File: src/rtl/uart_tx_frame_ctrl.sv
// uart_tx_frame_ctrl
//
// UART transmit frame controller placed directly upstream of a DATA_WIDTH-bit
// serializer. It wraps each word as a line frame: a start bit (0), DATA_WIDTH
// data bits LSB-first taken from the serializer, an optional parity bit, and a
// stop bit (1). The block counts the data bits itself, so the serializer's done
// flag is not used.
//
// Ports:
//   clk         system clock, one line bit per cycle
//   rst         synchronous, active-high reset
//   p_data      parallel word; its parity is captured on the accept cycle
//   data_valid  send request; only honoured in IDLE, never queued
//   par_en      1 = insert a parity bit (captured on accept)
//   par_typ     0 = even, 1 = odd (captured on accept)
//   ser_data    serializer's current LSB
//   ser_load    serializer load strobe (combinational, accept cycle)
//   ser_en      serializer shift enable (high for every DATA cycle)
//   tx_out      serial line to the TX pad; idles high
//   busy        high while a frame is in flight
//
// Build option:
//   UART_TX_TWO_STOP_EN  when defined, STOP lasts two cycles instead of one.

module uart_tx_frame_ctrl #(
    parameter int unsigned DATA_WIDTH = 8
) (
    input  logic                  clk,
    input  logic                  rst,
    input  logic [DATA_WIDTH-1:0] p_data,
    input  logic                  data_valid,
    input  logic                  par_en,
    input  logic                  par_typ,
    input  logic                  ser_data,
    output logic                  ser_load,
    output logic                  ser_en,
    output logic                  tx_out,
    output logic                  busy
);

    localparam int unsigned    CntW    = (DATA_WIDTH > 1) ? $clog2(DATA_WIDTH) : 1;
    localparam logic [CntW-1:0] CntLast = CntW'(DATA_WIDTH - 1);

    typedef enum logic [2:0] {
        StIdle,
        StStart,
        StData,
        StParity,
        StStop
    } state_e;

    state_e          state_q, state_d;
    logic [CntW-1:0] cnt_q, cnt_d;
    // par_bit_q holds the data parity only; the even/odd selection is folded in
    // from par_typ_q when the parity bit is driven. The line value is the same
    // as latching (^p_data ^ par_typ) directly.
    logic            par_bit_q, par_bit_d;
    logic            par_en_q, par_en_d;
    logic            par_typ_q, par_typ_d;
`ifdef UART_TX_TWO_STOP_EN
    logic            stop_cnt_q, stop_cnt_d;
`endif

    always_ff @(posedge clk) begin
        if (rst) begin
            state_q    <= StIdle;
            cnt_q      <= '0;
            par_bit_q  <= 1'b0;
            par_en_q   <= 1'b0;
            par_typ_q  <= 1'b0;
`ifdef UART_TX_TWO_STOP_EN
            stop_cnt_q <= 1'b0;
`endif
        end else begin
            state_q    <= state_d;
            cnt_q      <= cnt_d;
            par_bit_q  <= par_bit_d;
            par_en_q   <= par_en_d;
            par_typ_q  <= par_typ_d;
`ifdef UART_TX_TWO_STOP_EN
            stop_cnt_q <= stop_cnt_d;
`endif
        end
    end

    always_comb begin
        state_d    = state_q;
        cnt_d      = cnt_q;
        par_bit_d  = par_bit_q;
        par_en_d   = par_en_q;
        par_typ_d  = par_typ_q;
`ifdef UART_TX_TWO_STOP_EN
        stop_cnt_d = stop_cnt_q;
`endif
        ser_load   = 1'b0;
        ser_en     = 1'b0;
        tx_out     = 1'b1;

        unique case (state_q)
            StIdle: begin
                // data_valid only steers the load strobe and next state; tx_out
                // stays a function of registered state.
                if (data_valid) begin
                    ser_load  = 1'b1;
                    state_d   = StStart;
                    par_bit_d = ^p_data;
                    par_en_d  = par_en;
                    par_typ_d = par_typ;
                end
            end
            StStart: begin
                tx_out  = 1'b0;
                cnt_d   = '0;
                state_d = StData;
            end
            StData: begin
                tx_out = ser_data;
                ser_en = 1'b1;
                if (cnt_q == CntLast) begin
                    cnt_d   = '0;
                    state_d = par_en_q ? StParity : StStop;
                end else begin
                    cnt_d = cnt_q + 1'b1;
                end
            end
            StParity: begin
                tx_out  = par_bit_q ^ par_typ_q;
                state_d = StStop;
            end
            StStop: begin
`ifdef UART_TX_TWO_STOP_EN
                if (stop_cnt_q) begin
                    stop_cnt_d = 1'b0;
                    state_d    = StIdle;
                end else begin
                    stop_cnt_d = 1'b1;
                end
`else
                state_d = StIdle;
`endif
            end
            default: state_d = StIdle;
        endcase
    end

    assign busy = (state_q != StIdle);

endmodule
File: config.mk
export PLATFORM = sky130hd
export DESIGN_NAME = uart_tx_frame_ctrl
export DESIGN_NICKNAME = d
export VERILOG_FILES = /design/src/rtl/uart_tx_frame_ctrl.sv
export SDC_FILE = /design/constraint.sdc
export NUM_CORES = 1
export LEC_CHECK = 0
export BUFFER_PORTS_ARGS = -buffer_cell sky130_fd_sc_hd__buf_2
export CAP_MARGIN = 25
export CORE_AREA = 2 2 39 41
export DETAILED_ROUTE_END_ITERATION = 8
export DIE_AREA = 0 0 41 43
export HOLD_SLACK_MARGIN = 0.03
export PLACE_DENSITY = 0.75
export SKIP_LAST_GASP = 1
export SYNTH_ARGS = -nofsm -noshare
export SYNTH_HDL_FRONTEND = slang
export SYNTH_SLANG_ARGS = --single-unit
export TNS_END_PERCENT = 20
File: constraint.sdc
create_clock -name clk -period 2.04 [get_ports clk]
set_clock_uncertainty 0.2 [all_clocks]
set_input_delay 0.306 -clock clk [delete_from_list [all_inputs] [get_ports clk]]
set_output_delay 0.306 -clock clk [all_outputs]
set_load 0.01 [all_outputs]
==> metrics.csv <==
stage;metric;value;unit
status;outcome;finished clean;
place;dpl cells;90;
sta;count of endpoints failing hold in the final timing report;0;
logic_synthesis;summed instance area of the synthesized netlist;533;um^2
worst_setup_path;Crit path arrival time;1.42;ns
logic_synthesis;top-area cell type share of the netlist area;33.8;%
clock_tree;clock latency on the worst-skew pair;0.25;ns
worst_setup_path;critical register-to-register path startpoint;cnt_q[0]$_SDFFE_PP0P_;
route;WL met3;43;um
pwr;net switching power of the design;0.000127;W
pwr;switching part of the total;28.0;%
logic_synthesis;Seq cells post-synth;9;
place;pre-CTS setup slack;0.390;ns
clock_tree;# Post-CTS Setup Buffers;0;
worst_setup_path;reg-to-reg setup timing slack;0.54;ns
sta;unrepaired setup endpoints after global routing;no;
logic_synthesis;net count after synthesis;76;
sta;worst-case headroom to the max-slew limit;77.4;%
sta;Final Setup Violations;0;
pwr;IR drop worst, VDD;0.000382;V
route;Routed Antenna Nets;0;
worst_setup_path;number of cells traversed by the worst register-to-register path;5;
finish;final layout net count;95;
route;drt drc;0;
place;GPL Wtd Cong;0.703;
worst_setup_path;Reg2Reg Capture Point;cnt_q[2]$_SDFFE_PP0P_;
grt;largest net degree at the start of global routing;12;
route;TritonRoute pass-1 iters;4;
finish;P&R area growth vs syn;20.9;%
worst_setup_path;Critical Path Max Stage Delay;0.42;ns
sta;final worst path period need;1.92;ns
grt;number of global-route vias before repair;442;
pwr;Pleak;0.291;nW
grt;global-route total usage across every layer;13.9;%
sta;slew at the pin with the worst max-slew slack;0.339;ns
route;total wire length;1.01;mm
logic_synthesis;Syn. warnings;0;
finish;Filler cells;135;
finish;Post-Layout Cell Count;94;
pwr;sequential group share of total power;45.1;%
floorplan;die footprint;1760;um^2
logic_synthesis;Post-synth ARST share;0;%
clock_tree;Sinks on Clock Net;9;
pwr;portion of total power attributed to combinational logic;26.6;%
grt;global-route wire length before repair;1.68;mm
clock_tree;Worst-path clk slew;0.06;ns
worst_setup_path;startpoint type of the worst setup path;register;
route;M1 WL;466;um
pwr;total power density per cell area;706;nW/um^2
min_path;Worst Hold Path Cells;3;
min_path;start point of the worst hold path;par_en;
logic_synthesis;post-synthesis area per instance;8.88;um^2
sta;final count of pins violating max slew;0;
logic_synthesis;count of different cell masters after synthesis;26;
worst_setup_path;ordered cell list for the critical path;inv_2 > or3_1 > a21o_1 > buf_2;
worst_setup_path;critical path fanouts, max;10;
route;overall via count from detail_route;464;
logic_synthesis;commonest cells in the netlist;sky130_fd_sc_hd__dfxtp_1, sky130_fd_sc_hd__xnor2_1, sky130_fd_sc_hd__nor2_1, sky130_fd_sc_hd__nor3_1, sky130_fd_sc_hd__mux2i_1;
logic_synthesis;Gate Count Post-Synth;60;
logic_synthesis;sequential-to-total area share from yosys stat;33.8;%
clock_tree;clock tree from TritonCTS;done;
min_path;capture endpoint of the worst hold path;par_en_q$_SDFFE_PP0P_;
pwr;share of total power in the clock network;28.3;%
floorplan;I/O pins;18;
pwr;Tot Pwr;0.000455;W
logic_synthesis;cell with the most instances after synthesis;sky130_fd_sc_hd__dfxtp_1;
floorplan;Std-Cell Rows;14;
clock_tree;cts hold-fix bufs;0;
logic_synthesis;cell type with the highest aggregate area in the netlist;sky130_fd_sc_hd__dfxtp_1;
route;DR top layer;met3;
floorplan;starting density of the core;38.5;%
route;number of DRC markers after the initial detailed-route iteration;14;
pwr;P_int;0.000328;W
floorplan;Std-Cell Core Area;1380;um^2
worst_setup_path;type of the worst setup path;register to primary output;
sta;aggregate negative setup slack;0;ns
worst_setup_path;slowest CP cell;sky130_fd_sc_hd__dfxtp_1;
place;sum of net half-perimeters after detailed placement;840;um
clock_tree;depth of the CTS H-tree;1;
clock_tree;cell chosen for the clock root;sky130_fd_sc_hd__clkbuf_4;
run;# Max-Cap Violations;0;
logic_synthesis;largest cells by area after synthesis;sky130_fd_sc_hd__dfxtp_1, sky130_fd_sc_hd__xnor2_1, sky130_fd_sc_hd__mux2i_1;
finish;layout cell share with drive strength beyond 1;32.1;%
floorplan;Die Height;43;um
logic_synthesis;Top FF cell, synth;sky130_fd_sc_hd__dfxtp_1;
clock_tree;clk buf depth;2;
route;DR WL met2;501;um
min_path;path class of the lowest-slack min-delay path;input pin to register;
logic_synthesis;number of enable flip-flop cells after synthesis;0;
route;average vias per placed instance;4.94;
finish;antenna diode instance count;0;
clock_tree;count of instances resized after the clock tree is built;0;
grt;GRT overflow;0;
sta;final cycle utilization of the critical path;94.3;%
sta;setup ws final;0.117;ns
worst_setup_path;critical path endpoint category;primary output;
route;Avg WL per Cell;10.8;um
floorplan;width of the die;41;um
finish;Util after Layout;46.6;%
grt;number of antenna violations at the first check in global routing;0;
worst_setup_path;critical path data required time;1.53;ns
sta;highest attainable clock frequency;0.520;GHz
place;total of buffers placed on input and output ports;17;
clock_tree;number of buffers added by the clock tree synthesis step;3;
[state kept, by name, summed over array words and instances, names as in the netlist]
register,flops
cnt_q,3
par_bit_q,1
par_en_q,1
par_typ_q,1
state_q,3
[logic make-up after synthesis]
family                   after synthesis  synth area share [%]
AO/OA/AOI/OAI                         13                  17.8
buffers and inverters                  5                  5.16
flip-flops                             9                  33.8
adder cells (fa/ha/maj)                2                  4.69
AND/OR/NAND/NOR                       20                  19.7
XOR/XNOR                               8                  13.1
multiplexers                           3                  5.63
[layer usage]
metal / vias up / GRT usage (%)
li1: 243 / -
met1: 211 / 15.7
met2: 10 / 23.4
met4: 0 / 2.00
met5: - / 0
met3: 0 / 6.28
[layout make-up]
class                           count  area [um^2]  area share, %
Sequential cell                     9          180           28.0
Tap cell                           16         20.0           3.11
Clock buffer                        4         26.3           4.08
Timing Repair Buffer               17         85.1           13.2
Multi-Input combinational cell     46          325           50.5
Inverter                            2         7.51           1.17
[how the worst max path moves through the flow]
stage / start / endpoint / slack [ns] / cells after the start
after floorplan: state_q[1]$_SDFFE_PP0P_ / tx_out / 0.53 / 3
after global placement: state_q[1]$_SDFFE_PP0P_ / tx_out / 0.41 / 4
after detailed placement: state_q[1]$_SDFFE_PP0P_ / tx_out / 0.39 / 4
after CTS: state_q[1]$_SDFFE_PP0P_ / tx_out / 0.10 / 4
after global routing: state_q[1]$_SDFFE_PP0P_ / tx_out / 0.02 / 4
final: state_q[1]$_SDFFE_PP0P_ / tx_out / 0.12 / 4
[power by group through the flow]
| stage | clock network, W | registers [W] | logic [W] |
|---|---|---|---|
| after CTS | 0.000136 | 0.000205 | 0.000122 |
| after global routing | 0.000144 | 0.000208 | 0.000134 |
| after global placement | 0 | 0.000208 | 0.000119 |
| final | 0.000129 | 0.000205 | 0.000121 |
| after detailed placement | 0 | 0.000209 | 0.000121 |
| after floorplan | 0 | 0.000202 | 0.0000983 |
[per-stage QoR]
step | area (um^2) | hold WS (ns)
after floorplan | 533 | 0.253
after CTS | 644 | 0.0888
after global routing | 644 | 0.133
after detailed placement | 618 | 0.290
final | 644 | 0.0953
after global placement | 618 | 0.281
[critical path: cells and delay by family, from the launching register on]
| family | cells | cell delay [ns] |
|---|---|---|
| DFF | 1 | 0.42 |
| AOI/OAI and AO/OA | 1 | 0.16 |
| buffers and inverters | 2 | 0.24 |
| and+or+nand+nor | 1 | 0.35 |
[cell usage in the layout (no fill, tap or decap), drive strengths merged]
| cell | n |
|---|---|
| ha | 2 |
| a21o | 2 |
| inv | 2 |
| nor3 | 5 |
| clkbuf | 4 |
| o21bai | 1 |
| a211oi | 2 |
| xnor2 | 8 |
| nor2b | 1 |
| a22oi | 2 |
| buf | 17 |
| dfxtp | 9 |
| nor2 | 8 |
| o21ai | 2 |
| a2bb2oi | 2 |
| nand2 | 2 |
| nand2b | 1 |
| and3 | 1 |
| or3 | 1 |
| mux2i | 3 |
| a21oi | 2 |
| and2b | 1 |
Note: power is estimated with default switching activity, not from simulation.
